===== config.mk =====
export PLATFORM = sky130hd
export DESIGN_NAME = step_sequencer
export DESIGN_NICKNAME = d
export VERILOG_FILES = /design/src/rtl/step_sequencer.sv
export SDC_FILE = /design/constraint.sdc
export NUM_CORES = 1
export LEC_CHECK = 0
export BUFFER_PORTS_ARGS = -buffer_cell sky130_fd_sc_hd__buf_2
export CAP_MARGIN = 20
export CORE_MARGIN = 8
export CORE_UTILIZATION = 45
export CTS_CLUSTER_SIZE = 25
export DETAILED_ROUTE_END_ITERATION = 16
export HOLD_SLACK_MARGIN = 0.15
export PLACE_DENSITY_LB_ADDON = 0.15
export SETUP_SLACK_MARGIN = 0.2
export SLEW_MARGIN = 40
export SYNTH_ARGS = -nofsm -noshare
export SYNTH_HDL_FRONTEND = slang
export SYNTH_SLANG_ARGS = --single-unit

===== constraint.sdc =====
create_clock -name clk_i -period 3.9 [get_ports clk_i]
set_input_delay 0.78 -clock clk_i [delete_from_list [all_inputs] [get_ports clk_i]]
set_output_delay 0.78 -clock clk_i [all_outputs]
set_load 0.03 [all_outputs]

===== src/rtl/step_sequencer.sv =====
`default_nettype none
// =============================================================================
// step_sequencer: plays a programmable table of {fstep, dur} steps, one-shot or looped.
// Optional macro STEP_SEQ_SYNC_EN puts a two-flop synchronizer on startbutton_i.
// Revision: 1.0
// =============================================================================
module step_sequencer #(
    parameter int WIDTH_P       = 32,
    parameter int DEPTH_P       = 16,
    parameter int DUR_W_P       = 8,
    parameter int TICK_CYCLES_P = 25000000
) (
    input  logic                       clk_i,
    input  logic                       reset_i,
    input  logic                       startbutton_i,
    input  logic                       loop_i,
    input  logic                       wr_v_i,
    input  logic [$clog2(DEPTH_P)-1:0] wr_addr_i,
    input  logic [WIDTH_P-1:0]         wr_fstep_i,
    input  logic [DUR_W_P-1:0]         wr_dur_i,
    output logic [WIDTH_P-1:0]         fstep_o,
    output logic                       tick_o,
    output logic [$clog2(DEPTH_P)-1:0] step_idx_o,
    output logic                       busy_o,
    output logic                       done_o
);

    localparam int IDX_W = $clog2(DEPTH_P);
    localparam int TCW   = $clog2(TICK_CYCLES_P);

    localparam logic [IDX_W-1:0] IDX_LAST  = IDX_W'(DEPTH_P - 1);
    localparam logic [TCW-1:0]   TICK_LAST = TCW'(TICK_CYCLES_P - 1);
    localparam logic [TCW-1:0]   TICK_PRE  = TCW'(TICK_CYCLES_P - 2);

    typedef enum logic [0:0] {
        ST_IDLE = 1'b0,
        ST_PLAY = 1'b1
    } state_t;

    // ------------------------------------------------------------------------
    // Start input conditioning
    // ------------------------------------------------------------------------
    logic start_in;
    logic start_vld;

`ifdef STEP_SEQ_SYNC_EN
    logic [1:0] sync_q, sync_d;
    logic [1:0] vld_q,  vld_d;

    // vld tracks when the synchronizer output reflects the real button again.
    always_comb begin
        sync_d = {sync_q[0], startbutton_i};
        vld_d  = {vld_q[0], 1'b1};
    end

    always_ff @(posedge clk_i or negedge reset_i) begin
        if (!reset_i) begin
            sync_q <= '0;
            vld_q  <= '0;
        end else begin
            sync_q <= sync_d;
            vld_q  <= vld_d;
        end
    end

    assign start_in  = sync_q[1];
    assign start_vld = vld_q[1];
`else
    assign start_in  = startbutton_i;
    assign start_vld = 1'b1;
`endif

    logic start_prev_q, start_prev_d;
    logic armed_q, armed_d;
    logic start_evt;

    // A button held through reset must be seen released before it can start.
    always_comb begin
        start_prev_d = start_in;
        armed_d      = armed_q | (start_vld & ~start_in);
    end

    assign start_evt = start_in & ~start_prev_q & armed_q;

    always_ff @(posedge clk_i or negedge reset_i) begin
        if (!reset_i) begin
            start_prev_q <= 1'b0;
            armed_q      <= 1'b0;
        end else begin
            start_prev_q <= start_prev_d;
            armed_q      <= armed_d;
        end
    end

    // ------------------------------------------------------------------------
    // Step table; reads see the pre-write contents during a write cycle
    // ------------------------------------------------------------------------
    logic [WIDTH_P-1:0] tab_fstep_q [DEPTH_P];
    logic [WIDTH_P-1:0] tab_fstep_d [DEPTH_P];
    logic [DUR_W_P-1:0] tab_dur_q   [DEPTH_P];
    logic [DUR_W_P-1:0] tab_dur_d   [DEPTH_P];

    always_comb begin
        tab_fstep_d = tab_fstep_q;
        tab_dur_d   = tab_dur_q;
        if (wr_v_i) begin
            tab_fstep_d[wr_addr_i] = wr_fstep_i;
            tab_dur_d[wr_addr_i]   = wr_dur_i;
        end
    end

    always_ff @(posedge clk_i or negedge reset_i) begin
        if (!reset_i) begin
            for (int i = 0; i < DEPTH_P; i++) begin
                tab_fstep_q[i] <= '0;
                tab_dur_q[i]   <= '0;
            end
        end else begin
            tab_fstep_q <= tab_fstep_d;
            tab_dur_q   <= tab_dur_d;
        end
    end

    // ------------------------------------------------------------------------
    // Playback FSM
    // ------------------------------------------------------------------------
    state_t             state_q,    state_d;
    logic [IDX_W-1:0]   idx_q,      idx_d;
    logic [WIDTH_P-1:0] fstep_q,    fstep_d;
    logic [DUR_W_P-1:0] cur_dur_q,  cur_dur_d;
    logic [TCW-1:0]     tick_cnt_q, tick_cnt_d;
    logic [DUR_W_P-1:0] dur_cnt_q,  dur_cnt_d;
    logic               tick_q,     tick_d;
    logic               busy_q,     busy_d;
    logic               done_q,     done_d;

    logic             load_v;
    logic [IDX_W-1:0] load_idx;
    logic             go_idle;
    logic [IDX_W-1:0] next_idx;
    logic             step_end;

    always_comb begin
        state_d    = state_q;
        idx_d      = idx_q;
        fstep_d    = fstep_q;
        cur_dur_d  = cur_dur_q;
        tick_cnt_d = tick_cnt_q;
        dur_cnt_d  = dur_cnt_q;
        tick_d     = 1'b0;
        busy_d     = busy_q;
        done_d     = 1'b0;
        load_v     = 1'b0;
        load_idx   = '0;
        go_idle    = 1'b0;
        next_idx   = idx_q + 1'b1;
        // dur_cnt_q advances together with tick_q, so equality marks the final tick.
        step_end   = tick_q && (dur_cnt_q == cur_dur_q);

        case (state_q)
            ST_IDLE: begin
                if (start_evt) begin
                    if (tab_dur_q[0] != '0) begin
                        load_v = 1'b1;
                    end else begin
                        done_d = 1'b1;
                    end
                end
            end
            ST_PLAY: begin
                if (start_evt) begin
                    go_idle = 1'b1;
                end else if (step_end) begin
                    if ((idx_q == IDX_LAST) || (tab_dur_q[next_idx] == '0)) begin
                        if (loop_i && (tab_dur_q[0] != '0)) begin
                            load_v = 1'b1;
                        end else begin
                            go_idle = 1'b1;
                            done_d  = 1'b1;
                        end
                    end else begin
                        load_v   = 1'b1;
                        load_idx = next_idx;
                    end
                end else begin
                    tick_d     = (tick_cnt_q == TICK_PRE);
                    tick_cnt_d = (tick_cnt_q == TICK_LAST) ? '0 : tick_cnt_q + 1'b1;
                    if (tick_d) begin
                        dur_cnt_d = dur_cnt_q + 1'b1;
                    end
                end
            end
            default: begin
                go_idle = 1'b1;
            end
        endcase

        if (load_v) begin
            state_d    = ST_PLAY;
            idx_d      = load_idx;
            fstep_d    = tab_fstep_q[load_idx];
            cur_dur_d  = tab_dur_q[load_idx];
            tick_cnt_d = '0;
            dur_cnt_d  = '0;
            busy_d     = 1'b1;
        end

        if (go_idle) begin
            state_d    = ST_IDLE;
            idx_d      = '0;
            fstep_d    = '0;
            cur_dur_d  = '0;
            tick_cnt_d = '0;
            dur_cnt_d  = '0;
            busy_d     = 1'b0;
        end
    end

    always_ff @(posedge clk_i or negedge reset_i) begin
        if (!reset_i) begin
            state_q    <= ST_IDLE;
            idx_q      <= '0;
            fstep_q    <= '0;
            cur_dur_q  <= '0;
            tick_cnt_q <= '0;
            dur_cnt_q  <= '0;
            tick_q     <= 1'b0;
            busy_q     <= 1'b0;
            done_q     <= 1'b0;
        end else begin
            state_q    <= state_d;
            idx_q      <= idx_d;
            fstep_q    <= fstep_d;
            cur_dur_q  <= cur_dur_d;
            tick_cnt_q <= tick_cnt_d;
            dur_cnt_q  <= dur_cnt_d;
            tick_q     <= tick_d;
            busy_q     <= busy_d;
            done_q     <= done_d;
        end
    end

    assign fstep_o    = fstep_q;
    assign tick_o     = tick_q;
    assign step_idx_o = idx_q;
    assign busy_o     = busy_q;
    assign done_o     = done_q;

endmodule
`default_nettype wire


==> results.py, run 1 <==
metrics = {
    "setup_path": {
        "start_kind": "flop",
        "rr_startpoint": "step_idx_o[0]$_DFFE_PN0P_",
        "path_buf_inv": 3,
        "cp_slowest_stage_delay_ns": 0.51,
        "r2r_slack_ns": 0.30,
        "r2r-end": "cur_dur_q[1]$_DFFE_PN0P_",
        "crit_arrival_ns": 4.13,
        "path_max_fanout": 42,
        "crit_path_end_kind": "flop",
        "rr_worst_depth": 11,
        "path_cells": "ha_4 -> buf_4 -> nand2_1 -> a2111oi_1 -> a32oi_2 -> nand4b_4 -> buf_16 -> mux2i_4 -> buf_12 -> a41o_1 -> a21boi_1",
        "path_delay_family": "compound AO/OA/AOI/OAI gates",
        "crit_type": "flop to flop",
        "cp.required_ns": 4.44,
        "slowest_stage": "ha_4",
    },
    "clocking": {
        "clock_latency_ns": 0.62,
        "cts_setup_buffers": 0,
        "cts_buffers": 80,
        "clk_pin_slew_ns": 0.07,
        "cts_tree": "yes",
        "cts_hold_buf": 0,
        "cts_sinks": 722,
        "h-tree-depth": 3,
        "clockBufferDepth": 3,
        "cts_root_buf": "clkbuf_16",
    },
    "power_and_ir_drop": {
        "p_seq_frac": 0.476,
        "ir_drop_v": 0.000441,
        "combPwrFrac": 0.171,
        "cellInternalPower_mw": 15.9,
        "leakage_nw": 15.3,
        "power.total_mw": 21.9,
        "sw_frac_of_total": 0.273,
        "clockPowerShare": 0.353,
        "p_switching_mw": 5.99,
        "powerDensity_nw_per_um2": 579,
    },
    "synthesis": {
        "synth_cells": 2405,
        "synth-compound-area-share": 0.0811,
        "syn_nets": 2458,
        "yosysSeqAreaShare": 0.540,
        "synthMuxAreaShare": 0.295,
        "yosys_warnings": 0,
        "synth_cell_type_count": 68,
        "yosys.area.top_type": "dfrtp_1",
        "synthArstFlopShare": 1.00,
        "synth_adder_area_share": 0.00150,
        "synth_simple_gate_area_frac": 0.0498,
        "synthTopCellsByArea": "dfrtp_1 54%, mux2_2 22%, mux4_2 5.4%, mux2i_1 2.5%, a221oi_2 1.6%",
        "yosys.area_share.xor_xnor": 0.00467,
        "synth_top_cell_area_share": 0.540,
        "ys_ff_latch": 722,
        "synth_top_family_by_area": "multiplexers",
        "synth_ff_type": "dfrtp_1",
        "synth_edf_count": 0,
        "syn_area_um2": 33500,
        "syn_area_per_cell_um2": 13.9,
    },
    "global_route": {
        "antenna_found_initial": 18,
        "grt_max_degree": 112,
        "grt_pass1_wl_um": 149000,
        "grt_pass1_vias": 23033,
        "grt.overflow.total": 0,
        "grtUsageTotal": 0.236,
    },
    "sta": {
        "fin_crit_sh": 0.922,
        "fin_skew_ns": 0.0165,
        "rsz0062_at_grt": "false",
        "tightest_slew_ns": 0.866,
        "fin_setup_tns_ns": 0,
        "hold_slack_ns": 0.124,
        "drv_slew": 0,
        "timing.final.ws_setup_ns": 0.304,
        "finalHoldViolCount": 0,
        "fmax_mhz": 278,
        "post-route-min-period_ns": 3.60,
        "relSlewSlack": 0.417,
        "setup_viol": 0,
    },
    "placement": {
        "hpwl_um": 56700,
        "numPortBuffers": 87,
        "place_inst": 3309,
        "dp_slack_ns": 0.278,
        "placed_area_um2": 35200,
        "place_congestion": 0.908,
    },
    "hold_path": {
        "holdCritPathClass": "primary input to async pin",
    },
    "flow_run": {
        "cap_violations": 0,
    },
    "floorplanning": {
        "initial_core_util": 0.452,
        "io_pins": 88,
        "die_w_um": 289,
        "dieArea_um2": 83400,
        "core_area_um2": 74100,
        "num_rows": 100,
        "chipHeight_um": 289,
    },
    "detailed_routing": {
        "drtPass1Iterations": 5,
        "drc_errors": 0,
        "vias": 21547,
        "wl_um": 97900,
        "post_drt_wl_per_cell_um": 28.3,
        "postRouteAntennaNets": 0,
        "drtIter0Drc": 1411,
        "drt-vias-per-instance": 6.23,
    },
    "final_layout": {
        "fillerInstances": 6306,
        "final_common_cell": "dfrtp_1",
        "area_growth_pct": 13.2,
        "fin_util": 0.512,
        "drive_gt1_frac": 0.430,
        "final_cells": 3460,
        "finalInstanceArea_um2": 37900,
        "layout.nets": 2476,
        "mostFrequentLayoutCells": "721 x dfrtp_1, 642 x mux2_2, 86 x buf_2, 84 x clkbuf_16, 82 x mux2i_1",
    },
    "outcome": {
        "status": "finished clean",
    },
}
## flip-flops by register name, indices dropped and copies added, names as in the netlist
register	flops
tick_cnt_q	25
cur_dur_q	8
done_o	1
armed_q	1
dur_cnt_q	8
tab_fstep_q	512
tab_dur_q	128
step_idx_o	4
fstep_o	32
tick_o	1
start_prev_q	1
busy_o	1
## layer usage
layer / GRT usage / part of all wire / vias to the layer above
li1: - / - / 9174
met1: 0.307 / 0.42 / 11501
met2: 0.396 / 0.49 / 644
met3: 0.0350 / 0.046 / 228
met4: 0.0972 / 0.039 / 0
met5: 0 / 0 / -
## Yosys cell counts (all sizes together), types with 13 or more instances
library cell	number
dfrtp	722
mux2	642
clkbuf	123
buf	94
mux2i	83
mux4	80
a21oi	71
nand2	57
nor2	53
or3	44
nand4	41
a221oi	39
o21ai	38
o32a	36
nand3	24
nor4	23
a22oi	22
a32o	19
o2111ai	19
o21bai	19
a41oi	16
o31ai	13
xnor2	13
## repair_timing
item                                    CTS  global route
endpoints found under the setup margin    0            32
gates resized for setup                   0             2
endpoints found under the hold margin     0             0
## power by group through the flow
| stage | Clock [mW] | Sequential, mW | Combinational [mW] |
|---|---|---|---|
| after detailed placement | 0 | 10.6 | 3.79 |
| after global placement | 0 | 10.5 | 3.65 |
| after global routing | 8.19 | 10.7 | 4.09 |
| after CTS | 7.91 | 10.4 | 3.80 |
| final | 7.74 | 10.5 | 3.75 |
| after floorplan | 0 | 10.4 | 2.46 |
## worst register-to-register path: stages, from the launching register on
cell and delay (ns):
dfrtp_4 0.50, ha_4 0.51, buf_4 0.25, nand2_1 0.12
a2111oi_1 0.49, a32oi_2 0.16, nand4b_4 0.23, buf_16 0.27
mux2i_4 0.30, buf_12 0.30, a41o_1 0.22, a21boi_1 0.16
## final cells by class
class	instances	area, um2	area share
timing repair buffer	153	1300	0.0343
inverter	3	11.3	0.000297
clock inverter	24	347	0.00914
clock buffer	117	2330	0.0616
antenna	9	22.5	0.000594
multi-input combinational	1463	14600	0.385
sequential	722	18100	0.477
tap	969	1210	0.0320
## worst max-delay path by stage
stage                              start                       end  slack, ns  cells past startpoint
2_1_floorplan  step_idx_o[1]$_DFFE_PN0P_  cur_dur_q[4]$_DFFE_PN0P_       0.96                     12
3_3_place_gp   step_idx_o[0]$_DFFE_PN0P_   fstep_o[19]$_DFFE_PN0P_       0.40                     10
3_5_place_dp   step_idx_o[0]$_DFFE_PN0P_  cur_dur_q[1]$_DFFE_PN0P_       0.28                     11
4_1_cts        step_idx_o[0]$_DFFE_PN0P_  cur_dur_q[1]$_DFFE_PN0P_       0.24                     11
5_1_grt        step_idx_o[0]$_DFFE_PN0P_  cur_dur_q[2]$_DFFE_PN0P_       0.19                     11
6_report       step_idx_o[0]$_DFFE_PN0P_  cur_dur_q[1]$_DFFE_PN0P_       0.30                     11
## cells by family (layout without fill, tap and decap cells)
| group | Yosys count | in the layout |
|---|---|---|
| AO/OA/AOI/OAI | 332 | 332 |
| XOR/XNOR | 17 | 17 |
| flip-flops | 722 | 722 |
| multiplexers | 805 | 805 |
| buffers and inverters | 220 | 297 |
| AND/OR/NAND/NOR | 305 | 305 |
| adder cells (fa/ha/maj) | 4 | 4 |
| other | 0 | 9 |
Note: power is estimated with default switching activity, not from simulation.
==> run 2: changes to the inputs <==
- BUFFER_PORTS_ARGS: -buffer_cell sky130_fd_sc_hd__buf_2 -> -buffer_cell sky130_fd_sc_hd__buf_4
- CTS_CLUSTER_DIAMETER: not set -> 200
==> results.py, run 2 (synthesis gave the netlist of run 1 again) <==
metrics = {
    "outcome": {
        "status": "finished clean",
    },
    "floorplanning": {
        "core_area_um2": 74100,
        "io_pins": 88,
        "chipHeight_um": 289,
        "num_rows": 100,
        "dieArea_um2": 83400,
        "die_w_um": 289,
        "initial_core_util": 0.452,
    },
    "sta": {
        "fin_setup_tns_ns": 0,
        "setup_viol": 0,
        "rsz0062_at_grt": "false",
        "fin_crit_sh": 0.889,
        "timing.final.ws_setup_ns": 0.432,
        "relSlewSlack": 0.420,
        "drv_slew": 0,
        "post-route-min-period_ns": 3.47,
        "finalHoldViolCount": 0,
        "fmax_mhz": 288,
        "fin_skew_ns": 0.0219,
        "tightest_slew_ns": 0.869,
    },
    "hold_path": {
        "hold_path_end": "start_prev_q$_DFF_PN0_",
        "holdCritPathClass": "primary input to flop",
        "min-delay-start": "startbutton_i",
        "hold_depth": 1,
    },
    "clocking": {
        "h-tree-depth": 2,
        "clock_latency_ns": 0.60,
        "cts_root_buf": "clkbuf_16",
        "clk_pin_slew_ns": 0.10,
        "clockBufferDepth": 3,
        "cts_tree": "yes",
        "cts_sinks": 722,
        "cts_setup_buffers": 0,
        "cts_buffers": 34,
    },
    "placement": {
        "place_inst": 3318,
        "numPortBuffers": 87,
        "hpwl_um": 57500,
        "placed_area_um2": 35500,
        "place_congestion": 0.865,
        "dp_slack_ns": 0.301,
    },
    "detailed_routing": {
        "route.met3.wl_um": 3220,
        "postRouteAntennaNets": 0,
        "drc_errors": 0,
        "drtIter0Drc": 1398,
        "drt-vias-per-instance": 6.26,
        "drtPass1Iterations": 5,
        "post_drt_wl_per_cell_um": 28.5,
        "dr_wl_met2_um": 48500,
        "met1_length_um": 41400,
        "vias": 21068,
        "wl_um": 95700,
        "top_layer_used": "met4",
    },
    "global_route": {
        "antenna_found_initial": 15,
        "grtUsageTotal": 0.231,
        "grt_pass1_vias": 22476,
        "grt.overflow.total": 0,
        "grt_max_degree": 98,
        "grt_pass1_wl_um": 147000,
    },
    "power_and_ir_drop": {
        "powerDensity_nw_per_um2": 505,
        "leakage_nw": 14.6,
        "ir_drop_v": 0.000327,
    },
    "setup_path": {
        "r2r_slack_ns": 0.43,
        "crit_type": "flop to flop",
        "start_kind": "flop",
        "crit_path_end_kind": "flop",
        "crit_arrival_ns": 3.98,
        "path_max_fanout": 50,
        "cp.required_ns": 4.42,
        "rr_startpoint": "step_idx_o[0]$_DFFE_PN0P_",
        "r2r-end": "fstep_o[18]$_DFFE_PN0P_",
        "rr_worst_depth": 11,
    },
    "final_layout": {
        "top_register": "tab_fstep_q",
        "drive_gt1_frac": 0.416,
        "final_cells": 3364,
        "finalInstanceArea_um2": 36400,
        "layout.nets": 2439,
        "fin_util": 0.492,
        "largest_reg_flops": 512,
        "fillerInstances": 6377,
        "final_common_cell": "dfrtp_1",
        "area_growth_pct": 8.87,
        "mostFrequentLayoutCells": "721 x dfrtp_1, 642 x mux2_2, 130 x buf_4, 82 x mux2i_1, 80 x mux4_2",
    },
    "flow_run": {
        "cap_violations": 0,
    },
}
## run 2: worst max path at each step
| stage | cells past startpoint | start | endpoint |
|---|---|---|---|
| CTS | 11 | step_idx_o[0]$_DFFE_PN0P_ | fstep_o[29]$_DFFE_PN0P_ |
| floorplan | 12 | step_idx_o[1]$_DFFE_PN0P_ | cur_dur_q[4]$_DFFE_PN0P_ |
| global route | 11 | step_idx_o[1]$_DFFE_PN0P_ | fstep_o[8]$_DFFE_PN0P_ |
| finish | 11 | step_idx_o[0]$_DFFE_PN0P_ | fstep_o[18]$_DFFE_PN0P_ |
| global placement | 11 | step_idx_o[0]$_DFFE_PN0P_ | fstep_o[29]$_DFFE_PN0P_ |
| detailed placement | 11 | step_idx_o[0]$_DFFE_PN0P_ | fstep_o[29]$_DFFE_PN0P_ |
## run 2: layer usage
metal | vias to the layer above | global-route usage
met5 | - | 0
met4 | 0 | 0.0651
met3 | 123 | 0.0219
met2 | 479 | 0.401
met1 | 11477 | 0.309
li1 | 8989 | -
## run 2: worst max-delay path, stage by stage, from the launching register on
cell and delay, ns:
dfrtp_4 0.52, ha_4 0.41, buf_4 0.27, nor4_1 0.09
o221ai_1 0.19, o21ai_0 0.13, and3_1 0.22, nand4b_4 0.33
nor2_4 0.45, buf_12 0.41, a22oi_1 0.13, a21oi_1 0.18
## run 2: power breakdown
part	switching (mW)	total, mW	internal, mW
clock	2.39	4.10	1.71
combinational	1.73	3.85	2.12
sequential	1.21	10.4	9.24
## run 2: per-stage QoR
stage	power, mW	hold slack, ns
2_1_floorplan	12.9	0.437
3_3_place_gp	14.3	0.455
3_5_place_dp	14.5	0.456
4_1_cts	18.6	0.293
5_1_grt	19.3	0.298
6_report	18.4	0.330
## run 2: layout make-up
type	count	area (um2)	share of cell area
multi-input combinational	1463	14600	0.401
clock buffer	38	930	0.0255
timing repair buffer	162	1590	0.0437
clock inverter	1	5.00	0.000137
inverter	3	11.3	0.000309
sequential	722	18100	0.496
tap	969	1210	0.0333
antenna	6	15.0	0.000412
## run 2: timing repair
action / CTS / global route
endpoints found under the hold margin: 42 / 0
setup endpoints to repair: 0 / 10
gates resized for setup: 0 / 2
hold buffers: 1 / 0
==> run 3: changes to the inputs <==
- clock period: 3.9 -> 2.85 ns (I/O delays scaled with it)
==> results.py, run 3 (synthesis gave the netlist of run 1 again) <==
metrics = {
    "clocking": {
        "clockBufferDepth": 3,
        "cts_sinks": 722,
        "cts_root_buf": "clkbuf_16",
        "h-tree-depth": 2,
        "cts_tree": "yes",
        "clock_latency_ns": 0.60,
        "clk_pin_slew_ns": 0.11,
        "cts_buffers": 34,
    },
    "setup_path": {
        "cp.required_ns": 3.32,
        "cp_slowest_stage_delay_ns": 0.51,
        "crit_path_end_kind": "flop",
        "cp_common_cell": "buf_4",
        "crit_type": "flop to flop",
        "path_cells": "ha_4 -> buf_12 -> nor3b_2 -> a211oi_2 -> nor4_2 -> a22oi_2 -> buf_4 -> nand4b_4 -> buf_4 -> buf_4 -> o32a_1 -> a221oi_2 -> a21oi_1",
        "slowest_stage": "dfrtp_4",
        "start_kind": "flop",
        "crit_arrival_ns": 3.58,
        "path_max_fanout": 10,
    },
    "power_and_ir_drop": {
        "powerDensity_nw_per_um2": 671,
        "sw_frac_of_total": 0.292,
        "ir_drop_v": 0.000482,
        "clockPowerShare": 0.222,
        "p_seq_frac": 0.565,
        "leakage_nw": 15.2,
        "combPwrFrac": 0.213,
        "cellInternalPower_mw": 18.0,
        "p_switching_mw": 7.44,
        "power.total_mw": 25.4,
    },
    "sta": {
        "post-route-min-period_ns": 3.11,
        "fin_skew_ns": 0.0256,
        "timing.final.ws_setup_ns": -0.257,
        "fin_crit_sh": 1.09,
        "rsz0062_at_grt": "true",
        "drv_slew": 0,
        "tightest_slew_ns": 0.883,
        "fmax_mhz": 322,
        "setup_viol": 40,
        "finalHoldViolCount": 0,
        "relSlewSlack": 0.411,
    },
    "placement": {
        "hpwl_um": 58900,
        "numPortBuffers": 87,
        "place_congestion": 0.859,
    },
    "floorplanning": {
        "core_area_um2": 74100,
        "die_w_um": 289,
        "initial_core_util": 0.452,
        "dieArea_um2": 83400,
        "num_rows": 100,
        "io_pins": 88,
        "chipHeight_um": 289,
    },
    "final_layout": {
        "layout.nets": 2527,
        "drive_gt1_frac": 0.458,
        "mostFrequentLayoutCells": "719 x dfrtp_1, 642 x mux2_2, 181 x buf_4, 82 x mux2i_1, 80 x mux4_2",
        "top_register": "tab_fstep_q",
        "fin_util": 0.512,
        "final_common_cell": "dfrtp_1",
        "largest_reg_flops": 512,
        "area_growth_pct": 13.3,
    },
    "hold_path": {
        "holdCritPathClass": "primary input to flop",
    },
    "detailed_routing": {
        "route.met3.wl_um": 3970,
        "top_layer_used": "met4",
        "drtIter0Drc": 1745,
        "vias": 21610,
        "wl_um": 98200,
        "drtPass1Iterations": 5,
        "post_drt_wl_per_cell_um": 28.4,
        "drt-vias-per-instance": 6.26,
        "drc_errors": 0,
        "postRouteAntennaNets": 0,
        "met1_length_um": 43900,
        "dr_wl_met2_um": 47900,
    },
    "global_route": {
        "grtUsageTotal": 0.235,
        "grt.overflow.total": 0,
        "antenna_found_initial": 14,
        "grt_max_degree": 123,
        "grt_pass1_vias": 23033,
        "grt_pass1_wl_um": 149000,
    },
    "outcome": {
        "violations": "setup timing",
        "status": "complete, but fails checks",
    },
    "flow_run": {
        "cap_violations": 0,
    },
}
## run 3: changes by cell type in the layout (fill, tap and decap cells not counted), moves of 5 or more
cell,delta
buf_4,+51
buf_12,+20
buf_6,+10
a41oi_1,-9
a41oi_2,+9
nor4_1,-8
o2111ai_1,-8
o2111ai_2,+8
a21oi_1,-5
a21oi_2,+5
## run 3: worst max-delay path, delay by kind of cell, from the launching register on
kind | cells | cell delay (ns)
compound gates | 5 | 1.12
buf+inv | 4 | 0.71
flops | 1 | 0.51
simple gates | 3 | 0.40
fa+ha+maj | 1 | 0.24
## run 3: routing by layer
metal  vias to the layer above  GRT usage
li1                       9182          -
met1                     11778      0.324
met2                       521      0.388
met3                       129     0.0304
met4                         0     0.0683
met5                         -          0
## run 3: what timing repair did
action	in CTS	in global routing
endpoints found under the hold margin	60	0
resized for setup	26	59
pin swaps	2	13
endpoints found under the setup margin	52	56
hold buffers	2	0
setup buffers	7	10
cloned	2	4
## run 3: layout make-up
type	instances	area, um2
well taps	969	1210
clock buffers	39	933
repair buffers	250	2640
multi-input cells	1463	15000
inverters	3	18.8
diodes	7	17.5
flip-flops and latches	722	18100
clock inverters	1	5.00
fillers	6275	36200
## run 3: path summary, 6_finish.rpt
path,from,to,slack (ns),cells past startpoint
hold reg to reg,tick_cnt_q[13]$_DFFE_PN0P_,tick_cnt_q[13]$_DFFE_PN0P_,0.47,1
setup reg to reg,step_idx_o[0]$_DFFE_PN0P_,fstep_o[1]$_DFFE_PN0P_,-0.26,13
hold / removal,wr_fstep_i[5],tab_fstep_q[101]$_DFFE_PN0P_,0.33,2
max in group asynchronous,reset_i,tab_fstep_q[501]$_DFFE_PN0P_,1.40,4
setup / recovery,step_idx_o[0]$_DFFE_PN0P_,fstep_o[1]$_DFFE_PN0P_,-0.26,13
min in group asynchronous,reset_i,tab_dur_q[104]$_DFFE_PN0P_,0.42,2
## run 3: per-stage QoR
step	cells	TNS, ns	cell area [um2]	setup slack [ns]	hold WS [ns]
2_1_floorplan	2405	0	33500	0.137	0.274
3_3_place_gp	3382	-6.90	36200	-0.204	0.455
3_5_place_dp	3382	-9.30	36200	-0.273	0.455
4_1_cts	3433	-8.97	37400	-0.282	0.306
5_1_grt	3454	-11.35	37900	-0.337	0.322
6_report	3454	-8.29	37900	-0.257	0.331
## run 3: power groups by stage
stage / Clock (mW) / Sequential, mW / Combinational [mW]
6_report: 5.64 / 14.4 / 5.43
5_1_grt: 6.17 / 14.6 / 5.87
4_1_cts: 5.83 / 14.3 / 5.38
3_5_place_dp: 0 / 14.5 / 5.34
3_3_place_gp: 0 / 14.4 / 5.16
2_1_floorplan: 0 / 14.2 / 3.37
